## config.mk

```make
export PLATFORM = sky130hd
export DESIGN_NAME = game_score_ctrl
export DESIGN_NICKNAME = d
export VERILOG_FILES = /design/src/rtl/flappy_pkg.sv /design/src/rtl/tick_divider.sv /design/src/rtl/game_score_ctrl.sv
export SDC_FILE = /design/constraint.sdc
export NUM_CORES = 1
export LEC_CHECK = 0
export CAP_MARGIN = 5
export CELL_PAD_IN_SITES_DETAIL_PLACEMENT = 1
export CELL_PAD_IN_SITES_GLOBAL_PLACEMENT = 1
export CORE_MARGIN = 4
export CORE_UTILIZATION = 40
export CTS_CLUSTER_DIAMETER = 40
export DETAILED_ROUTE_END_ITERATION = 7
export GPL_ROUTABILITY_DRIVEN = 0
export HOLD_SLACK_MARGIN = 0.15
export PLACE_DENSITY = 0.89
export SLEW_MARGIN = 20
export SYNTH_ARGS = -nofsm -noshare
export SYNTH_HDL_FRONTEND = slang
export SYNTH_SLANG_ARGS = --single-unit
export TNS_END_PERCENT = 1
```

## constraint.sdc

```tcl
create_clock -name clk -period 4.2 [get_ports clk]
set_input_delay 0.84 -clock clk [delete_from_list [all_inputs] [get_ports clk]]
set_output_delay 0.84 -clock clk [all_outputs]
set_load 0.05 [all_outputs]
```

## src/rtl/flappy_pkg.sv

```systemverilog
// Shared types and constants for the flappy game score/display slice.
package flappy_pkg;

  typedef enum logic [1:0] {
    IDLE    = 2'd0,
    PLAYING = 2'd1,
    LOST    = 2'd2
  } game_state_t;

  // Largest 4-digit BCD score; the counter sticks here instead of wrapping.
  localparam logic [15:0] BCD_MAX = 16'h9999;

  // Blink phases on which the display shows a message (odd phases are blank).
  localparam logic [1:0] BLINK_MSG_A = 2'd0;
  localparam logic [1:0] BLINK_MSG_B = 2'd2;

endpackage

```

## src/rtl/tick_divider.sv

```systemverilog
// Free-running divider: produces a one-cycle enable every DIV clocks.
// The counter runs 0..DIV-1 and the tick is registered on the wrap, so the
// first tick appears DIV cycles after reset is released.
module tick_divider
  import flappy_pkg::*;
#(
  parameter int DIV = 4
) (
  input  logic clk,
  input  logic rst,
  output logic tick
);

  localparam int            CW       = (DIV > 1) ? $clog2(DIV) : 1;
  localparam logic [CW-1:0] CNT_LAST = CW'(DIV - 1);

  logic [CW-1:0] cnt_reg;
  logic          tick_reg;

  // Count clocks and flag the wrap cycle.
  always_ff @(posedge clk) begin
    if (rst) begin
      cnt_reg  <= '0;
      tick_reg <= 1'b0;
    end else if (cnt_reg == CNT_LAST) begin
      cnt_reg  <= '0;
      tick_reg <= 1'b1;
    end else begin
      cnt_reg  <= cnt_reg + 1'b1;
      tick_reg <= 1'b0;
    end
  end

  assign tick = tick_reg;

endmodule

```

## src/rtl/game_score_ctrl.sv

```systemverilog
// Game state machine (IDLE/PLAYING/LOST), 4-digit BCD score counter and the
// scan/blink enables consumed by the seven-segment display driver.
// Optional feature: define HIGH_SCORE_EN to keep a best-score register;
// without it high_bcd is constant zero.
module game_score_ctrl
  import flappy_pkg::*;
#(
  parameter int SCAN_DIV  = 100000,
  parameter int BLINK_DIV = 25000000,
  parameter int LOST_HOLD = 4
) (
  input  logic        clk,
  input  logic        rst,
  input  logic        start_btn,
  input  logic        pass_pulse,
  input  logic        collide,
  output logic        lost,
  output logic        playing,
  output logic [15:0] score_bcd,
  output logic [15:0] high_bcd,
  output logic        scan_tick,
  output logic        blink_tick,
  output logic [1:0]  blink_phase
);

  localparam logic [3:0] HOLD_MIN = 4'(LOST_HOLD);
  localparam logic [3:0] HOLD_SAT = 4'd15;

  game_state_t state_reg, state_next;
  logic        start_q_reg;
  logic [15:0] score_reg;
  logic [15:0] score_inc;
  logic [3:0]  hold_cnt_reg;
  logic [1:0]  blink_phase_reg;
  logic        start_rise;
  logic        hold_done;
  logic        game_start;
  logic        game_over;
  logic        score_step;
  logic [3:0]  carry;

  tick_divider #(.DIV(SCAN_DIV)) u_scan_div (
    .clk  (clk),
    .rst  (rst),
    .tick (scan_tick)
  );

  tick_divider #(.DIV(BLINK_DIV)) u_blink_div (
    .clk  (clk),
    .rst  (rst),
    .tick (blink_tick)
  );

  assign start_rise = start_btn & ~start_q_reg;
  assign hold_done  = (hold_cnt_reg >= HOLD_MIN);
  assign game_start = (state_reg != PLAYING) && (state_next == PLAYING);
  assign game_over  = (state_reg == PLAYING) && (state_next == LOST);
  // A collide in the same cycle as a pass takes precedence: no point scored.
  assign score_step = (state_reg == PLAYING) && pass_pulse && !collide &&
                      (score_reg != BCD_MAX);

  // Per-digit BCD ripple increment; carry into a digit only when all lower digits are 9.
  assign carry[0] = 1'b1;
  for (genvar gi = 0; gi < 4; gi++) begin : g_bcd_digit
    assign score_inc[gi*4 +: 4] = carry[gi]
                                  ? ((score_reg[gi*4 +: 4] == 4'd9) ? 4'd0 : score_reg[gi*4 +: 4] + 4'd1)
                                  : score_reg[gi*4 +: 4];
    if (gi < 3) begin : g_carry
      assign carry[gi+1] = carry[gi] & (score_reg[gi*4 +: 4] == 4'd9);
    end
  end

  // State register and start-button edge history.
  always_ff @(posedge clk) begin
    if (rst) begin
      state_reg   <= IDLE;
      start_q_reg <= 1'b0;
    end else begin
      state_reg   <= state_next;
      start_q_reg <= start_btn;
    end
  end

  // Next-state decision.
  always_comb begin
    state_next = state_reg;
    case (state_reg)
      IDLE:    if (start_rise)              state_next = PLAYING;
      PLAYING: if (collide)                 state_next = LOST;
      LOST:    if (start_rise && hold_done) state_next = PLAYING;
      default:                              state_next = IDLE;
    endcase
  end

  // Status flags decoded straight from the state register.
  always_comb begin
    lost    = 1'b0;
    playing = 1'b0;
    case (state_reg)
      PLAYING: playing = 1'b1;
      LOST:    lost    = 1'b1;
      default: ;
    endcase
  end

  // Score: cleared when a game starts, stepped on accepted passes.
  always_ff @(posedge clk) begin
    if (rst || game_start) begin
      score_reg <= '0;
    end else if (score_step) begin
      score_reg <= score_inc;
    end
  end

  // Restart hold-off counter and blink phase, both live only while LOST.
  always_ff @(posedge clk) begin
    if (rst || state_reg != LOST) begin
      hold_cnt_reg <= '0;
    end else if (blink_tick && hold_cnt_reg != HOLD_SAT) begin
      hold_cnt_reg <= hold_cnt_reg + 4'd1;
    end

    if (rst || state_reg != LOST || state_next != LOST) begin
      blink_phase_reg <= BLINK_MSG_A;
    end else if (blink_tick) begin
      blink_phase_reg <= blink_phase_reg + 2'd1;
    end
  end

`ifdef HIGH_SCORE_EN
  logic [15:0] high_reg;

  // Best score: captured at game over when beaten (BCD orders like binary).
  always_ff @(posedge clk) begin
    if (rst) begin
      high_reg <= '0;
    end else if (game_over && (score_reg > high_reg)) begin
      high_reg <= score_reg;
    end
  end

  assign high_bcd = high_reg;
`else
  assign high_bcd = 16'h0000;
`endif

  assign score_bcd   = score_reg;
  assign blink_phase = blink_phase_reg;

endmodule
```

==> flow_summary.toml <==
[worst_setup_path]
crit_path_end_kind = "primary output"
cp.required_ns = 3.36
startpoint_type = "register"
r2r_cells = 4
critPathKind = "register to primary output"
cp_slowest_cell = "clkdlybuf4s50_1"
cp.arrival_ns = 1.87
cp_max_fo = 5
cpPeakStageDelay_ns = 0.86
crit_chain = "nor2b_1 > clkdlybuf4s50_1"

[drt]
drc = 0
vias = 2877
first_pass_iters = 4
detail_route.wl_per_cell_um = 15.5
ant_nets = 0
viasPerCell = 5.56
wirelength_mm = 8.04
first_iter_violations = 114

[synthesis]
avgSynthCellArea_um2 = 8.77
synth_edf_count = 0
ys_ff_latch = 69
synth_top_area_cell = "dfxtp_1"
syn_area_mm2 = 0.00337
synth_sequential_area_ratio_pct = 41.0
ys_types = 55
yosysWarningCount = 0
syn_inst = 384
synth_area_leaders = "dfxtp_1 (41%), xor2_1 (5.5%), a21oi_1 (4.3%)"
ys.flop_type = "dfxtp_1"
synth_top_cell_area_share_pct = 41.0
ys_async_sr_fraction_pct = 0

[timing]
min_period_ns = 2.71
holdWs_ns = 0.449
worstMarginPinSlew_ns = 0.574
finalSetupTns_ns = 0
slew_headroom_pct = 61.7
hold_violations = 0
skew_ns = 0.0107
rsz0062_at_grt = "false"
layout_worst_path_cycle_share_pct = 64.5
final-setup-viol-count = 0
slew_viol_final = 0
max_freq_ghz = 0.369

[global_routing]
antenna_found_initial = 0
groute.usage.overall_pct = 16.6
grt_max_degree = 26
grt-ovfl-total = 0
grt_pass1_vias = 2871
grt_pass1_wl_mm = 13.4

[clock_tree]
clk_latency_ns = 0.35
cts_sinks = 69
cts_setup_buffers = 0
cts_root_buf = "clkbuf_8"
cts_made_buffers = 9
cts_tree = "yes"
cts_resized = 0
htreeDepth = 3
clk_pin_slew_ns = 0.07
ctsHoldBuffers = 0
clk_path_buf_depth = 2

[layout]
nFillCells = 976
final_core_util_pct = 46.7
syn_to_final_growth_pct = 13.9
final_area_mm2 = 0.00383
num_antenna_cells = 0
final_common_cell = "dfxtp_1"
most-common-layout-cells = "dfxtp_1 (69), nor2_1 (38), a21oi_1 (29), clkdlybuf4s50_1 (26), nand2_1 (25)"
largest_register_ffs = 25
drive_gt1_share_pct = 6.07
finalNetCount = 415

[floorplanning]
coreArea_mm2 = 0.00822
fp.dieH_um = 99.7
die-area_mm2 = 0.00995
placementRows = 33
start_util_pct = 41.0
io-pin-count = 43
die_w_um = 99.7

[power_and_ir_drop]
powerDensity_mw_per_mm2 = 356
ir_drop_uv = 166
power.leakage_nw = 1.34
power.total_mw = 1.37

[place]
port-buffer-count = 26
hpwl_mm = 5.58
dpl_cell_area_mm2 = 0.00361

[hold_path]
hp-class = "register to register"
min_path_cells = 1

[job]
maxCapViolCount = 0

[run_status]
status = "complete, no violations"
## cells in the mapped netlist (6+ instances only)
library cell  count
or3_1            15
nand2_1          25
nand3_1          21
and3_1            9
buf_4            18
xor2_1           21
o31ai_1          10
nor2_1           38
o21ai_0          15
nand4_1          11
nor2b_1           6
or4_1            10
xnor2_1           6
dfxtp_1          69
nor3_1            7
a21oi_1          29
inv_1             9
nand2b_1          6
## layout make-up
cell class | instances | area (µm²) | area share, %
timing repair buffer | 26 | 260 | 6.79
inverter | 9 | 33.8 | 0.881
multi-input combinational | 292 | 1800 | 47.0
sequential | 69 | 1380 | 36.0
clock buffer | 12 | 155 | 4.05
tap | 105 | 131 | 3.43
clock inverter | 4 | 70.1 | 1.83
## power by group
group          leakage (nW)  switching [mW]  internal (mW)  total (mW)
sequential            0.557         0.00657          0.661       0.667
clock                 0.116           0.257          0.365       0.622
combinational         0.667          0.0612         0.0165      0.0777
total                  1.34           0.324           1.04        1.37
## layer usage
metal  vias up  GRT usage, %  part of all wire [%]
li1       1399             -                     -
met1      1392          19.9                    45
met2        70          28.2                    49
met3        16          4.14                   4.4
met4         0          6.83                   1.9
met5         -             0                     0
## worst paths after layout
kind | start | end | slack [ns]
max | state_reg[1]$_SDFF_PP0_ | lost | 1.49
min | u_blink_div.cnt_reg[0]$_SDFF_PP0_ | u_blink_div.cnt_reg[0]$_SDFF_PP0_ | 0.45
max reg2reg | u_blink_div.cnt_reg[2]$_SDFF_PP0_ | u_blink_div.cnt_reg[24]$_SDFF_PP0_ | 2.05
min reg2reg | u_blink_div.cnt_reg[0]$_SDFF_PP0_ | u_blink_div.cnt_reg[0]$_SDFF_PP0_ | 0.45
## through the flow
stage,cells,worst slack [ns]
floorplan,399,2.19
global placement,501,1.51
detailed placement,501,1.44
CTS,517,1.46
global route,517,1.38
finish,517,1.49
## kinds of logic (layout without fill, tap and decap cells)
| kind of cell | after synthesis | in the layout | share of synthesized area (%) |
|---|---|---|---|
| muxes | 2 | 2 | 0.595 |
| DFF | 69 | 69 | 41.0 |
| adders and majority gates | 3 | 3 | 1.11 |
| AOI/OAI and AO/OA | 69 | 69 | 12.9 |
| buffers and inverters | 38 | 51 | 7.10 |
| other | 1 | 16 | 0.111 |
| and+or+nand+nor | 175 | 175 | 30.1 |
| xor gates and xnor gates | 27 | 27 | 7.02 |
## critical path: cells and delay by family, from the launching register on
family | cells | cell delay (ns)
buffers and inverters | 1 | 0.86
flip-flops | 1 | 0.39
AND/OR/NAND/NOR | 1 | 0.27
No activity file was read; power rests on OpenSTA's default activity.
==> RTL edit 1, RTL diff (config.mk and constraints unchanged) <==
Re-encode `game_state_t` (3 states) as one-hot, 3 bits wide.
--- a/src/rtl/flappy_pkg.sv
+++ b/src/rtl/flappy_pkg.sv
@@ -3,6 +3,6 @@
 
-  typedef enum logic [1:0] {
-    IDLE    = 2'd0,
-    PLAYING = 2'd1,
-    LOST    = 2'd2
+  typedef enum logic [2:0] {
+    IDLE    = 3'b001,
+    PLAYING = 3'b010,
+    LOST    = 3'b100
   } game_state_t;
Function: no difference found for any inputs over 10 cycles, from zero or initial values and one cycle with rst high; not proved beyond that.
==> RTL edit 1 against the unedited design <==
Worst setup slack lost 0.22 ns; total power shrank 9.6%; critical path type unchanged; sequential share of layout area shrank 0.11 points; wire length grew 4.3%; sequential cell count grew 1; utilization grew 0.12 points; cell area grew 1.8%; area after synthesis grew 3.1%.
==> RTL edit 1: results (changes against the unedited design) <==
* Result of the run: finished clean
* Detailed Place HPWL at 5978 um (+7.2%)
* Sw Share at 24.98% (+1.2 points)
* R2r endpoint: u_blink_div.cnt_reg[4]
* Clock root cell: clkbuf_8
* Fraction of final layout cells sized beyond drive strength 1 at 6.338% (+0.27 points)
* Cell Count, Final, Fillers Out at 531 (+2.7%)
* Fraction of area in multi-input gates at 48.51% (+1.5 points)
* Skew final at 0.004872 ns (-0.005850 ns)
* Power consumed by the clock network at 486 uW (-22%)
* Worst-case hold slack at 0.4411 ns (-0.007882 ns)
* Final-layout clock-cell area share at 4.489% (-1.4 points)
* Sequential cell area fraction in the yosys report at 40.37% (-0.65 points)
* Dpl cell area at 0.003727 mm2 (+3.3%)
* Placed Cells incl. Taps at 516 (+3.0%)
* Vias in the first global route at 3096 (+7.8%)
* Endpoint of the worst hold-timing path: u_scan_div.cnt_reg[0]
* Largest cells by area after synthesis: dfxtp_1 40%, xor2_1 5.0%, a21oi_1 4.3%
* Top fanout value on the critical path at 8 (+3)
* Number of cells on the worst reg-to-reg path at 4 (unchanged)
* Hold path startpoint: u_scan_div.cnt_reg[0]
* Fillcell total at 1009 (+3.4%)
* Cell types with the highest counts after synthesis: 70 x dfxtp_1, 32 x nor2_1, 30 x a21oi_1
* Cell area after layout at 0.003902 mm2 (+1.8%)
* Drt first-iter violations at 101 (-11%)
* Static Leak at 1.294 nW (-3.5%)
* Launch point of the critical path: state_reg[2]
* Worst reg2reg setup slack at 1.95 ns (-0.10 ns)
* Initial antenna violation count at 0 (unchanged)
* Worst slack at placement at 1.480 ns (+0.03961 ns)
* Detailed Routing Iterations Pass 1 at 5 (+1)
* Overall Global Routing Usage at 17.21% (+0.62 points)
* Non-clock buffer share at 6.669% (-0.12 points)
* First-pass GRT wire length at 14430 um (+7.4%)
* Count of nets after finishing at 430 (+3.6%)
* Sequential cell area at 0.001401 mm2 (+1.4%)
* Power Dens Cells at 316.6 mW/mm2 (-11%)
* Synthesized area divided by synthesized cell count at 8.699 um2 (-0.79%)
* Shortest period the worst path allows at 2.933 ns (+0.2235 ns)
* Maximum ir drop on the vdd rail at 0.0002153 V (+29%)
* Kind of cell adding the most delay to the critical path: buffers and inverters
* Placement row count at 33 (unchanged)
* Number of gates resized after cts at 0 (unchanged)
* Buffers inserted by post-CTS timing repair at 0 (unchanged)
* Routed wire length at 8379 um (+4.3%)
* Routed via count at 3002 (+4.3%)
* Max-Slew Margin vs Limit at 33.08% (-29 points)
* Count of state elements after synthesis at 70 (+1.4%)
* Number of different library cells in the post-synthesis netlist at 50 (-9.1%)
* Yosys top cell area share at 40.37% (-0.65 points)
* Number of multi-input combinational cells at 304 (+4.1%)
* Largest net degree at the start of global routing at 26 (unchanged)
* Inverters excl. clock at 11 (+2)
* Worst Path Arrival at 2.09 ns (+0.22 ns)
## RTL edit 1: cell count changes after synthesis, moves of 3 or more
| cell | change |
|---|---|
| a31oi_1 | +6 |
| nand2b_1 | -6 |
| nor2_1 | -6 |
| nand4_1 | +5 |
| o21ai_0 | +4 |
| nand3b_1 | +3 |
| nor4_1 | +3 |
| or3_1 | +3 |
## RTL edit 1: routing by layer
metal / GRT usage [%] / vias up / wire [um]
met2: 31.34 / 47 / 4466
met3: 3.719 / 15 / 248
met1: 19.72 / 1472 / 3512
met5: 0 / - / 0
li1: - / 1468 / -
met4: 6.135 / 0 / 151
## RTL edit 1: logic make-up (layout without fill, tap and decap cells)
logic type | Yosys count | in the layout | share of synthesized area [%]
other cells | 1 | 16 | 0.1080
flops | 70 | 70 | 40.37
xor+xnor | 27 | 27 | 6.813
simple gates | 184 | 184 | 32.01
mux | 3 | 3 | 0.8652
buf+inv | 40 | 52 | 6.705
compound gates | 71 | 71 | 12.04
fa+ha+maj | 3 | 3 | 1.082
==> RTL edit 2, RTL diff (same flow settings) <==
Made on the original files. The parameter `BLINK_DIV` goes from 25000000 to 50000000.
--- a/src/rtl/game_score_ctrl.sv
+++ b/src/rtl/game_score_ctrl.sv
@@ -8,3 +8,3 @@
   parameter int SCAN_DIV  = 100000,
-  parameter int BLINK_DIV = 25000000,
+  parameter int BLINK_DIV = 50000000,
   parameter int LOST_HOLD = 4
Check against the original RTL: no difference found for any inputs over 10 cycles, from zero or initial values and one cycle with rst high; that may be too few to reach the edited logic, so the function may still have changed.
==> RTL edit 2 against the unedited design <==
Register-to-register slack worse by 0.19 ns; total power down 2.6%; area after synthesis up 1.9%; non-clock buffer count up 2; utilization up 0.76 points; clock skew down 0.0014 ns; sequential cell count up 1; cell area up 2.6%; worst setup slack worse by 0.19 ns; clock power down 8.2%; wire length up 8.2%.
==> RTL edit 2: results (changes against the unedited design) <==
* Number of flip-flops in the largest register at 26 (+4.0%)
* Largest net degree at the start of global routing at 18 (-31%)
* Launch point of the critical path: state_reg[1]
* Synth async-reset ratio at 0% (unchanged)
* Skew final at 0.009347 ns (-0.001375 ns)
* Transition at the pin with the smallest max-transition slack at 0.7102 ns (+0.1362 ns)
* Drt first-iter violations at 87 (-24%)
* Cell types with the highest counts after synthesis: 70 x dfxtp_1, 42 x nor2_1, 27 x nand3_1
* Overall Global Routing Usage at 18.21% (+1.6 points)
* Number of different library cells in the post-synthesis netlist at 50 (-9.1%)
* First-pass GRT wire length at 15080 um (+12%)
* Worst Path Arrival at 2.06 ns (+0.19 ns)
* R2r endpoint: u_blink_div.cnt_reg[8]
* Hold path startpoint: u_scan_div.cnt_reg[0]
* Count of nets after finishing at 433 (+4.3%)
* Post-DR wirelength/cell at 16.25 um (+4.5%)
* Largest cells by area after synthesis: dfxtp_1 41%, nor2_1 4.6%, xor2_1 4.3%
* Dpl cell area at 0.003721 mm2 (+3.1%)
* Sequential cell area fraction in the yosys report at 40.85% (-0.18 points)
* Worst reg2reg setup slack at 1.86 ns (-0.19 ns)
* Insertion delay to the later sink of the worst-skew pair at 0.35 ns (about the same)
* Number of gates resized after cts at 0 (unchanged)
* Maximum ir drop on the vdd rail at 0.0001936 V (+16%)
* Top fanout value on the critical path at 5 (unchanged)
* Detailed Place HPWL at 6272 um (+12%)
* Static Leak at 1.267 nW (-5.5%)
* Number of cells on the worst reg-to-reg path at 5 (+1)
* Clock slew at the register clock pins of the worst setup and hold paths at 0.09 ns (+0.02 ns)
* Vias per Instance at 5.729 (+3.0%)
* Detailed Routing Iterations Pass 1 at 4 (unchanged)
* Vias in the first global route at 3127 (+8.9%)
* Fraction of final layout cells sized beyond drive strength 1 at 5.349% (-0.72 points)
* Reg2reg start: u_blink_div.cnt_reg[8]
* Result of the run: finished clean
* Most common flop cell mapped by yosys: dfxtp_1
* Initial antenna violation count at 0 (unchanged)
-- RTL edit 2: cell count changes in the layout (fill, tap and decap cells not counted), sizes merged, moves of 5 or more --
| cell | before | now |
|---|---|---|
| a21oi | 29 | 24 |
| nor4 | 1 | 6 |
| xnor2 | 6 | 15 |
| or4 | 10 | 16 |
| nand3 | 21 | 28 |
-- RTL edit 2: kinds of logic after synthesis --
family | Yosys count | synth area share, %
and+or+nand+nor | 191 | 31.36
DFF | 70 | 40.85
AOI/OAI and AO/OA | 65 | 12.40
buffers and inverters | 38 | 6.018
xor gates and xnor gates | 32 | 8.169
adders and majority gates | 3 | 1.094
other | 1 | 0.1093
-- RTL edit 2: cell type report --
class                      instances  area [um2]
multi-input combinational        307        1888
fill                             996        4363
clock buffer                      11       141.4
sequential                        70        1401
timing repair buffer              28       275.3
clock inverter                     5       65.06
inverter                           9       33.78
tap                              105       131.4
-- RTL edit 2: worst min path at each step --
stage | end | depth (start not counted)
after floorplan | u_scan_div.cnt_reg[0] | 1
after global placement | u_scan_div.cnt_reg[0] | 1
after detailed placement | u_scan_div.cnt_reg[0] | 1
after CTS | u_scan_div.cnt_reg[0] | 1
after global routing | u_scan_div.cnt_reg[0] | 1
final | u_scan_div.cnt_reg[0] | 1
-- RTL edit 2: through the flow --
| step | hold WS (ns) | setup slack, ns | std cells | power [mW] |
|---|---|---|---|---|
| detailed placement | 0.4611 | 1.508 | 519 | 0.7753 |
| CTS | 0.4797 | 1.314 | 535 | 1.343 |
| finish | 0.4768 | 1.298 | 535 | 1.331 |
| global placement | 0.4411 | 1.555 | 519 | 0.7717 |
| global route | 0.5193 | 1.163 | 535 | 1.385 |
| floorplan | 0.4297 | 2.065 | 415 | 0.7683 |
-- RTL edit 2: critical path, stage by stage, from the launching register on --
cell	delay, ns
dfxtp_1	0.45
nor2b_1	0.38
clkdlybuf4s50_1	0.88
-- RTL edit 2: layer usage --
layer / wire length [um] / part of all wire [%] / vias up / track usage, %
met5: 0 / 0 / - / 0
li1: - / - / 1479 / -
met3: 288 / 3.3 / 8 / 4.844
met4: 114 / 1.3 / 0 / 4.767
met2: 4487 / 52 / 66 / 31.95
met1: 3802 / 44 / 1512 / 21.94
-- RTL edit 2: where the power goes --
part           internal (mW)  total (mW)  leakage, nW  switching, mW
Combinational         0.0181      0.0811        0.597         0.0630
Clock                  0.298       0.571        0.105          0.272
Sequential             0.670       0.680        0.565        0.00962
Total                  0.987        1.33         1.27          0.345
